==> src/rtl/pipe_ctrl.sv <==
// Pipeline hazard/stall/flush controller: load-use, EX busy, fetch wait, LSU wait and deferred redirect.
// Optional MEM_WAIT watchdog is enabled with `define PIPE_CTRL_TIMEOUT_EN.
//
// state    | meaning
// ---------+-----------------------------------------------------------
// IDLE     | normal issue; flush, LSU, EX, load-use, fetch stalls in priority order
// MEM_WAIT | LSU access outstanding; front four stages held, redirect deferred
// FLUSH    | one-cycle issue of the deferred redirect
module pipe_ctrl #(
    parameter int PC_W           = 32,
    parameter int TIMEOUT_CYCLES = 255
) (
    input  logic            clk,
    input  logic            rst,
    input  logic            ifu_wait_i,
    input  logic            id_ex_load_i,
    input  logic [4:0]      id_ex_rd_i,
    input  logic [4:0]      id_rs1_i,
    input  logic [4:0]      id_rs2_i,
    input  logic            id_rs1_re_i,
    input  logic            id_rs2_re_i,
    input  logic            exu_busy_i,
    input  logic            lsu_req_i,
    input  logic            lsu_ack_i,
    input  logic            flush_req_i,
    input  logic [PC_W-1:0] flush_pc_i,
    output logic [4:0]      stall_o,
    output logic            flush_o,
    output logic [PC_W-1:0] redirect_pc_o,
    output logic            timeout_o
);

    typedef enum logic [1:0] {
        ST_IDLE     = 2'd0,
        ST_MEM_WAIT = 2'd1,
        ST_FLUSH    = 2'd2
    } state_t;

    localparam logic [4:0] STALL_NONE = 5'b00000;
    localparam logic [4:0] STALL_IFU  = 5'b00001;
    localparam logic [4:0] STALL_LDU  = 5'b00011;
    localparam logic [4:0] STALL_EXU  = 5'b00111;
    localparam logic [4:0] STALL_LSU  = 5'b01111;

    state_t            state_q, state_d;
    logic              pend_q, pend_d;
    logic [PC_W-1:0]   pend_pc_q, pend_pc_d;
    logic [4:0]        stall_d;
    logic              flush_d;
    logic [PC_W-1:0]   redir_d;
    logic              load_use;
    logic              to_hit;
    logic              mem_done;

    assign load_use = id_ex_load_i && (id_ex_rd_i != 5'd0) &&
                      ((id_rs1_re_i && (id_rs1_i == id_ex_rd_i)) ||
                       (id_rs2_re_i && (id_rs2_i == id_ex_rd_i)));

`ifdef PIPE_CTRL_TIMEOUT_EN
    localparam logic [7:0] TO_LAST = 8'(TIMEOUT_CYCLES - 1);

    logic [7:0] cnt_q, cnt_d;

    assign to_hit = (state_q == ST_MEM_WAIT) && !lsu_ack_i && (cnt_q == TO_LAST);

    always_comb begin
        cnt_d = cnt_q;
        if (state_q == ST_IDLE && state_d == ST_MEM_WAIT) begin
            cnt_d = 8'd0;
        end else if (state_q == ST_MEM_WAIT && !lsu_ack_i) begin
            cnt_d = cnt_q + 8'd1;
        end
    end

    always_ff @(posedge clk) begin
        if (rst) begin
            cnt_q <= 8'd0;
        end else begin
            cnt_q <= cnt_d;
        end
    end
`else
    assign to_hit = 1'b0;
`endif

    // A watchdog expiry ends MEM_WAIT exactly like an ack.
    assign mem_done = lsu_ack_i || to_hit;

    always_comb begin
        state_d   = state_q;
        pend_d    = pend_q;
        pend_pc_d = pend_pc_q;
        stall_d   = STALL_NONE;
        flush_d   = 1'b0;
        redir_d   = '0;
        case (state_q)
            ST_IDLE: begin
                if (flush_req_i) begin
                    flush_d = 1'b1;
                    redir_d = flush_pc_i;
                end else if (lsu_req_i && !lsu_ack_i) begin
                    stall_d = STALL_LSU;
                    state_d = ST_MEM_WAIT;
                end else if (exu_busy_i) begin
                    stall_d = STALL_EXU;
                end else if (load_use) begin
                    stall_d = STALL_LDU;
                end else if (ifu_wait_i) begin
                    stall_d = STALL_IFU;
                end
            end
            ST_MEM_WAIT: begin
                // First deferred redirect wins; later ones are dropped.
                if (flush_req_i && !pend_q) begin
                    pend_d    = 1'b1;
                    pend_pc_d = flush_pc_i;
                end
                if (mem_done) begin
                    state_d = pend_d ? ST_FLUSH : ST_IDLE;
                end else begin
                    stall_d = STALL_LSU;
                end
            end
            ST_FLUSH: begin
                flush_d   = 1'b1;
                redir_d   = pend_pc_q;
                pend_d    = 1'b0;
                pend_pc_d = '0;
                state_d   = ST_IDLE;
            end
            default: begin
                state_d   = ST_IDLE;
                pend_d    = 1'b0;
                pend_pc_d = '0;
            end
        endcase
    end

    always_ff @(posedge clk) begin
        if (rst) begin
            state_q   <= ST_IDLE;
            pend_q    <= 1'b0;
            pend_pc_q <= '0;
        end else begin
            state_q   <= state_d;
            pend_q    <= pend_d;
            pend_pc_q <= pend_pc_d;
        end
    end

    assign stall_o       = rst ? STALL_NONE : stall_d;
    assign flush_o       = rst ? 1'b0 : flush_d;
    assign redirect_pc_o = rst ? '0 : redir_d;
    assign timeout_o     = rst ? 1'b0 : to_hit;

endmodule

==> config.mk <==
export PLATFORM = sky130hd
export DESIGN_NAME = pipe_ctrl
export DESIGN_NICKNAME = d
export VERILOG_FILES = /design/src/rtl/pipe_ctrl.sv
export SDC_FILE = /design/constraint.sdc
export NUM_CORES = 1
export LEC_CHECK = 0
export ABC_AREA = 1
export CELL_PAD_IN_SITES_DETAIL_PLACEMENT = 0
export CELL_PAD_IN_SITES_GLOBAL_PLACEMENT = 2
export CORE_ASPECT_RATIO = 0.75
export CORE_MARGIN = 10
export CORE_UTILIZATION = 19
export CTS_CLUSTER_SIZE = 30
export DETAILED_ROUTE_END_ITERATION = 7
export PLACE_DENSITY = 0.75
export SLEW_MARGIN = 20
export SYNTH_ARGS = -nofsm -noshare
export SYNTH_HDL_FRONTEND = slang
export SYNTH_SLANG_ARGS = --single-unit
==> constraint.sdc <==
create_clock -name clk -period 1.3 [get_ports clk]
set_input_delay 0.26 -clock clk [delete_from_list [all_inputs] [get_ports clk]]
set_output_delay 0.26 -clock clk [all_outputs]
set_load 0.03 [all_outputs]
; ---- Yosys cells after proc, flatten, opt, wreduce, memory -nomap -nowiden
; Cells that the tools add are included.
[totals]
ff_bits = 35
inputBits = 57
out_inout_bits = 39
elab_cells = 49
[classes]
n_eq_ne = 8
mux = 24
bitwise = 1
reduce_logical = 13
[op_table]
columns = operator, count
row1 = $pmux 32 s2, 2
row2 = $mux 32, 3
row3 = $mux 4, 3
row4 = $eq 5x5->1, 2
row5 = $mux 2, 5
row6 = $ne 2x2->1 const B, 4
row7 = $pmux 4 s2, 1
row8 = $logic_and 1x1->1, 6
row9 = $mux 1, 5
row10 = $mux 5, 1
row11 = $reduce_bool 5->1, 1
row12 = $pmux 1 s2, 2
row13 = $pmux 2 s2, 1
row14 = $mux 3, 1
row15 = $reduce_and 3->1, 1
row16 = $eq 2x1->1 const B, 1
row17 = $eq 2x2->1 const B, 1
row18 = $logic_not 1->1, 2
row19 = $logic_not 2->1, 1
row20 = $reduce_and 2->1, 1
row21 = $logic_or 1x1->1, 1
row22 = $not 1->1, 1

; ---- Depth between registers and ports, before layout
; Gate-level depths: netlist (run 1).
[logic_depth]
depth_word = 10
depth_mapped = 8

; ---- Worst setup path before layout (run 1)
; OpenSTA, ideal clock, no wires.
[synth_path]
kind = flip-flop to output port
startpoint = reg state_q[0]
endpoint = out redirect_pc_o[11]
t_arrival_ps = 1350
required_ps = 1040
path_slack_ps = -310
path_stages_with_launch = 7
path_buffers = 1
path_cell_list = dfxtp_1 -> nor2_1 -> nand2_1 -> buf_2 -> o22ai_1 -> inv_1 -> nor2_1
[synth_via]
elab_chain_cells = 3
word_cells_on_any_way = 4
[synth_lines]
columns = item, line_no
row1 = "start, declared", 45  ; state_t state_q, state_d;
row2 = "start signal, assigned", 145  ; state_q <= state_d;
row3 = $eq 2x2->1 or $logic_not 2->1 (tied branches), 96  ; case (state_q)
row4 = $pmux 32 s2 (*), 96
row5 = $mux 32 (*), 153  ; assign redirect_pc_o = rst ? '0 : redir_d;
row6 = "end, declared", 29  ; output logic [PC_W-1:0] redirect_pc_o,
; Every way passes the cells marked *; elsewhere a longest branch is shown, timed or not.

; ---- Final worst setup path (run 1)
[layout_path]
startpoint = reg state_q[1]
endpoint = out redirect_pc_o[11]
; The elaborated chain is that of the path after synthesis.

==> flow_summary.toml, run 1 <==
[outcome]
status = "complete, but fails checks"
violations = "setup timing"

[finish]
area_growth_pct = 91.88
final-instance-count-excl-fill = 706
diodes = 0
fin_util_pct = 37.24
final_nets = 596
final_cell_area_um2 = 4583
drive_above_1_share_pct = 32.59

[sta]
fin_hold_ws_ps = 424.2
setup_viol = 59
fin_crit_ps = 1731
skew_ps = 1.866
fmaxAchievable_ghz = 0.5775
finalSetupTns_ps = -14350
fin_crit_sh_pct = 133.2
rsz0062_at_grt = "true"
slew_violations = 0
final_hold_viol_count = 0
fin_ws_ps = -431.5

[clock_tree]
cts-root-buf = "clkbuf_16"
numCtsBuffers = 5
htreeDepth = 2
hold_buffers = 0
clk_latency_ps = 270
cts_tree = "done"
clk_pin_slew_ps = 50
cts.sink_count = 35
cts_buffer_depth = 2

[synthesis]
ys_warn_count = 0
synthMuxAreaShare_pct = 0
synth-seq-cells = 35
ys_seq_area_share_pct = 29.33
yosys.area.top_type = "dfxtp_1"
yosys.area_share.adder_pct = 0
post_synth_num_cell_types = 20
synthSimpleGateAreaFrac_pct = 21.01
synth_edf_count = 0
synth_compound_area_share_pct = 20.69
yosysTopAreaCellShare_pct = 29.33
synth_xor_area_share_pct = 0
synth.cell_area_um2 = 2389
syn_area_per_cell_um2 = 5.869
yosys-top-cells-count = "150 x inv_1, 76 x nor2_1, 56 x o22ai_1"
ys.flop_type = "dfxtp_1"
synth_top_family_by_area = "buffers and inverters"
synthArstFlopShare_pct = 0
ys_top_cells_by_area = "dfxtp_1 29%, inv_1 24%, o22ai_1 15%"
synth_most_common_cell = "inv_1"
synthCells = 407

[detailed_routing]
drt_iter0_markers = 90
drt_drc_violations_left = 0
routed_wl_um = 8581
wire_per_inst_um = 12.15
avgViaCountPerCell = 3.881
ant_nets = 0
vias = 2740
drtPass1Iterations = 5

[floorplan]
start_util_pct = 19.41
die_x_um = 149.5
die_area_um2 = 17500
die_y_um = 117.1
core_area_um2 = 12310
placementRows = 35
ios = 96

[global_route]
grt_max_degree = 36
track_usage_pct = 9.350
grt_pass1_vias = 2718
antenna_found_initial = 0
grt_pass1_wl_um = 13520
grt-ovfl-total = 0

[placed_design]
hpwl_um = 6283
pre_cts_ws_ps = -608.3
dpl-instance-area_um2 = 4039
numPlacedInstances = 693
portBuffers = 93
routabilityCongestion = 0.7432

[worst_setup_path]
worstReg2RegStart = "state_q[0]"
crit_start = "state_q[1]"
worstSetupPathType = "register to output pin"
startpoint_type = "register"
arrival_ps = 1470
cp_data_required_time_ps = 1040
critPathMaxFanout = 14
endpoint_kind = "output pin"

[power]
ir_drop_v = 0.0004607
p_total_mw = 3.221
p_per_area_nw_per_um2 = 702.8
p_leak_nw = 2.020

[worst_hold_path]
hold_path_class = "primary input to register"
hp-start = "rst"

[run]
maxCapViolations = 0
==> metal layers <==
| metal | global-route usage, % | routed length (um) | vias to the layer above |
|---|---|---|---|
| met4 | 1.566 | 20 | 0 |
| li1 | - | - | 1470 |
| met5 | 0 | 0 | - |
| met1 | 12.40 | 4245 | 1215 |
| met2 | 14.75 | 3853 | 53 |
| met3 | 2.881 | 461 | 2 |
==> sequential cells by signal, indices dropped and copies added, names as in the netlist <==
signal     cells
pend_pc_q     32
state_q        2
pend_q         1
==> final timing paths <==
path / endpoint / cells past startpoint / slack [ps]
hold / removal: pend_q / 5 / 420
setup reg to reg: pend_pc_q[9] / 8 / -40
setup / recovery: redirect_pc_o[11] / 7 / -430
hold reg to reg: pend_pc_q[11] / 4 / 540
==> critical path: stages (launching register included) <==
cell and delay [ps]:
dfxtp_4 360, nor2_4 110, nand2_2 90, buf_6 170
o22ai_1 130, inv_1 90, nor2_4 110, buf_6 140
==> logic make-up after synthesis <==
kind of cell           after synthesis
DFF                                 35
buffers and inverters              172
AOI/OAI and AO/OA                   70
other                                1
and+or+nand+nor                    129
==> layout make-up <==
type                       instances  area [um2]
inverter                         150       565.5
clock inverter                     1       5.005
sequential                        35       708.2
clock buffer                       7       132.6
multi-input combinational        201        1419
fill                            1263        7722
tap                              166       207.7
timing repair buffer             146        1545
==> where the power goes <==
part / leakage, nW / internal [mW] / switching, mW
Combinational: 1.67 / 0.491 / 0.510
Clock: 0.0679 / 0.707 / 0.416
Sequential: 0.284 / 1.09 / 0.00842
==> cells in the final DEF (no fill, tap or decap), drive strengths merged <==
| master | count |
|---|---|
| clkinv | 1 |
| nand3 | 5 |
| o22ai | 64 |
| conb | 2 |
| dfxtp | 35 |
| clkdlybuf4s50 | 47 |
| a21oi | 3 |
| nand2 | 44 |
| o211ai | 1 |
| nor3 | 3 |
| inv | 150 |
| buf | 88 |
| o21ai | 2 |
| clkbuf | 10 |
| dlygate4sd2 | 7 |
| nor2 | 77 |
| clkdlybuf4s15 | 1 |
==> repair_timing <==
action                     4_1_cts  5_1_grt
pin swaps                        7        3
setup endpoints to repair       69       69
resized for setup               43       42
buffers inserted                 1        1
gates cloned                     0        4
Note: power is estimated with default switching activity, not from simulation.
==> inputs of run 2 (changes only) <==
- CORE_UTILIZATION: 19 -> 28
- DONT_BUFFER_PORTS: unset -> 1
==> run 2 against run 1 <==
The flow still finishes with violations (setup timing). Final area decreased by 30%. First-iteration DRC count is 29% lower. Die area is 28% lower. Sequential share of layout area grew 6.5 points. Utilization is 1.0 points higher. Clock-buffer cell count unchanged. Clock skew up 2.8 ps. Largest cell class is now multi-input gates.
==> flow_summary.toml, run 2 (synthesis gave the netlist of run 1 again) <==
[outcome]
status = "complete, but fails checks"
violations = "setup timing"

[detailed_routing]
drt_drc_violations_left = 0
wire_per_inst_um = 13.25
ant_nets = 0
routed_wl_um = 6865
drtPass1Iterations = 4
drt_iter0_markers = 64
avgViaCountPerCell = 4.411
vias = 2285

[finish]
largest_reg_flops = 32
final-instance-count-excl-fill = 518
fillers = 923
drive_above_1_share_pct = 27.56
area_growth_pct = 34.31
final_cell_area_um2 = 3208
final_common_cell = "inv_1"
regMostFlops = "pend_pc_q"
diodes = 0
largestRegisters = "pend_pc_q x32, state_q x2, pend_q x1"
final_cell_mix = "138 x inv_1, 42 x nor2_1, 36 x o22ai_1, 36 x nand2_1, 33 x dfxtp_1"
final_nets = 466
fin_util_pct = 38.27

[power]
p_sw_uw = 808.3
power.internal_mw = 2.001
comb_power_share_pct = 20.7
power.share.clock_pct = 40.2
p_leak_nw = 1.340
ir_drop_v = 0.0004436
switching_share_pct = 28.78
p_seq_share_pct = 39.1
p_per_area_nw_per_um2 = 875.6

[floorplan]
start_util_pct = 28.50
core_area_um2 = 8382
die_area_um2 = 12660
ios = 96
die_y_um = 99.99
die_x_um = 126.7
placementRows = 29

[worst_hold_path]
holdPathEnd = "pend_pc_q[3]"
whs_path_depth = 1
hp-start = "rst"
hold_path_class = "primary input to register"

[worst_setup_path]
endpoint_kind = "output pin"
startpoint_type = "register"
arrival_ps = 1400
r2r_slack_ps = 20
critPathMaxFanout = 18
cp.buffers_inverters = 2
r2r.worst_path.cells = 8
path_cells = "nor2_4 -> nand2_4 -> buf_12 -> o22ai_1 -> inv_1 -> nor2_4"
crit_family = "simple AND/OR/NAND/NOR gates"
worstReg2RegStart = "state_q[0]"
r2r_end = "pend_pc_q[9]"
worstSetupPathType = "register to output pin"
cpMostUsedCell = "nor2_4"
cpPeakStageDelay_ps = 350
cp_data_required_time_ps = 1040
crit_slowest_cell = "dfxtp_2"

[sta]
setup_viol = 37
fin_crit_ps = 1663
rsz0062_at_grt = "true"
final_hold_viol_count = 0
skew_ps = 4.700
fin_crit_sh_pct = 127.9
fmaxAchievable_ghz = 0.6015
slew_violations = 0
finalSetupTns_ps = -12000
fin_ws_ps = -362.5

[placed_design]
routabilityCongestion = 0.7072
hpwl_um = 4987
pre_cts_ws_ps = -138.6
numPlacedInstances = 510
dpl-instance-area_um2 = 2853
portBuffers = 0

[clock_tree]
cts_tree = "done"
cts_buffer_depth = 2
htreeDepth = 2
cts-root-buf = "clkbuf_16"
cts.sink_count = 35
clk_pin_slew_ps = 60
clk_latency_ps = 270
hold_buffers = 0
numCtsBuffers = 5
postCtsSetupRepairBufs = 0

[global_route]
grt_pass1_vias = 2316
grt_max_degree = 69
grt_pass1_wl_um = 11260
track_usage_pct = 10.51
antenna_found_initial = 0
grt-ovfl-total = 0

[run]
maxCapViolations = 0
[run 2: changes by cell type in the layout (fill, tap and decap cells not counted), sizes merged]
cell,before,now
buf,88,16
clkdlybuf4s50,47,0
clkdlybuf4s15,1,0
clkbuf,10,7
dlygate4sd2,7,0
[run 2: power by group through the flow]
| stage | clock network [mW] | logic, mW | registers (mW) |
|---|---|---|---|
| 6_report | 1.13 | 0.581 | 1.10 |
| 5_1_grt | 1.24 | 0.638 | 1.10 |
| 4_1_cts | 1.19 | 0.558 | 1.10 |
| 3_5_place_dp | 0 | 0.522 | 1.12 |
| 3_3_place_gp | 0 | 0.522 | 1.12 |
| 2_1_floorplan | 0 | 0.491 | 1.12 |
[run 2: cell type report]
cell class / count / area (um2) / area share [%]
multi-input combinational: 201 / 1451 / 45.24
timing repair buffer: 16 / 210.2 / 6.552
clock buffer: 7 / 132.6 / 4.134
inverter: 150 / 568.0 / 17.71
clock inverter: 1 / 5.005 / 0.1560
tap: 108 / 135.1 / 4.212
sequential: 35 / 705.7 / 22.00
[run 2: what timing repair did]
item | 4_1_cts | 5_1_grt
pin swaps | 7 | 15
endpoints found under the setup margin | 46 | 64
resized for setup | 29 | 24
endpoints found under the hold margin | 0 | 0
[run 2: metal layers]
metal  vias to the layer above  GRT usage (%)  routed length [um]
met5                         -              0                   0
met4                         0          2.882                  37
met3                         2          4.002                 545
met2                        64          16.20                3126
met1                      1011          13.39                3155
li1                       1208              -                   -
[run 2: metrics by stage]
stage / hold WS [ps] / power [mW]
finish: 69.28 / 2.809
global route: 44.39 / 2.976
CTS: 49.26 / 2.842
detailed placement: 344.8 / 1.644
global placement: 341.9 / 1.644
floorplan: 392.0 / 1.611
[run 2: how the worst max path moves through the flow]
| stage | start | end | slack [ps] | cells after the start |
|---|---|---|---|---|
| floorplan | state_q[0] | redirect_pc_o[21] | -30 | 6 |
| global placement | state_q[0] | stall_o[0] | -130 | 7 |
| detailed placement | state_q[0] | stall_o[0] | -140 | 7 |
| CTS | state_q[0] | redirect_pc_o[31] | -380 | 7 |
| global route | state_q[0] | redirect_pc_o[31] | -450 | 7 |
| finish | state_q[0] | redirect_pc_o[13] | -360 | 6 |
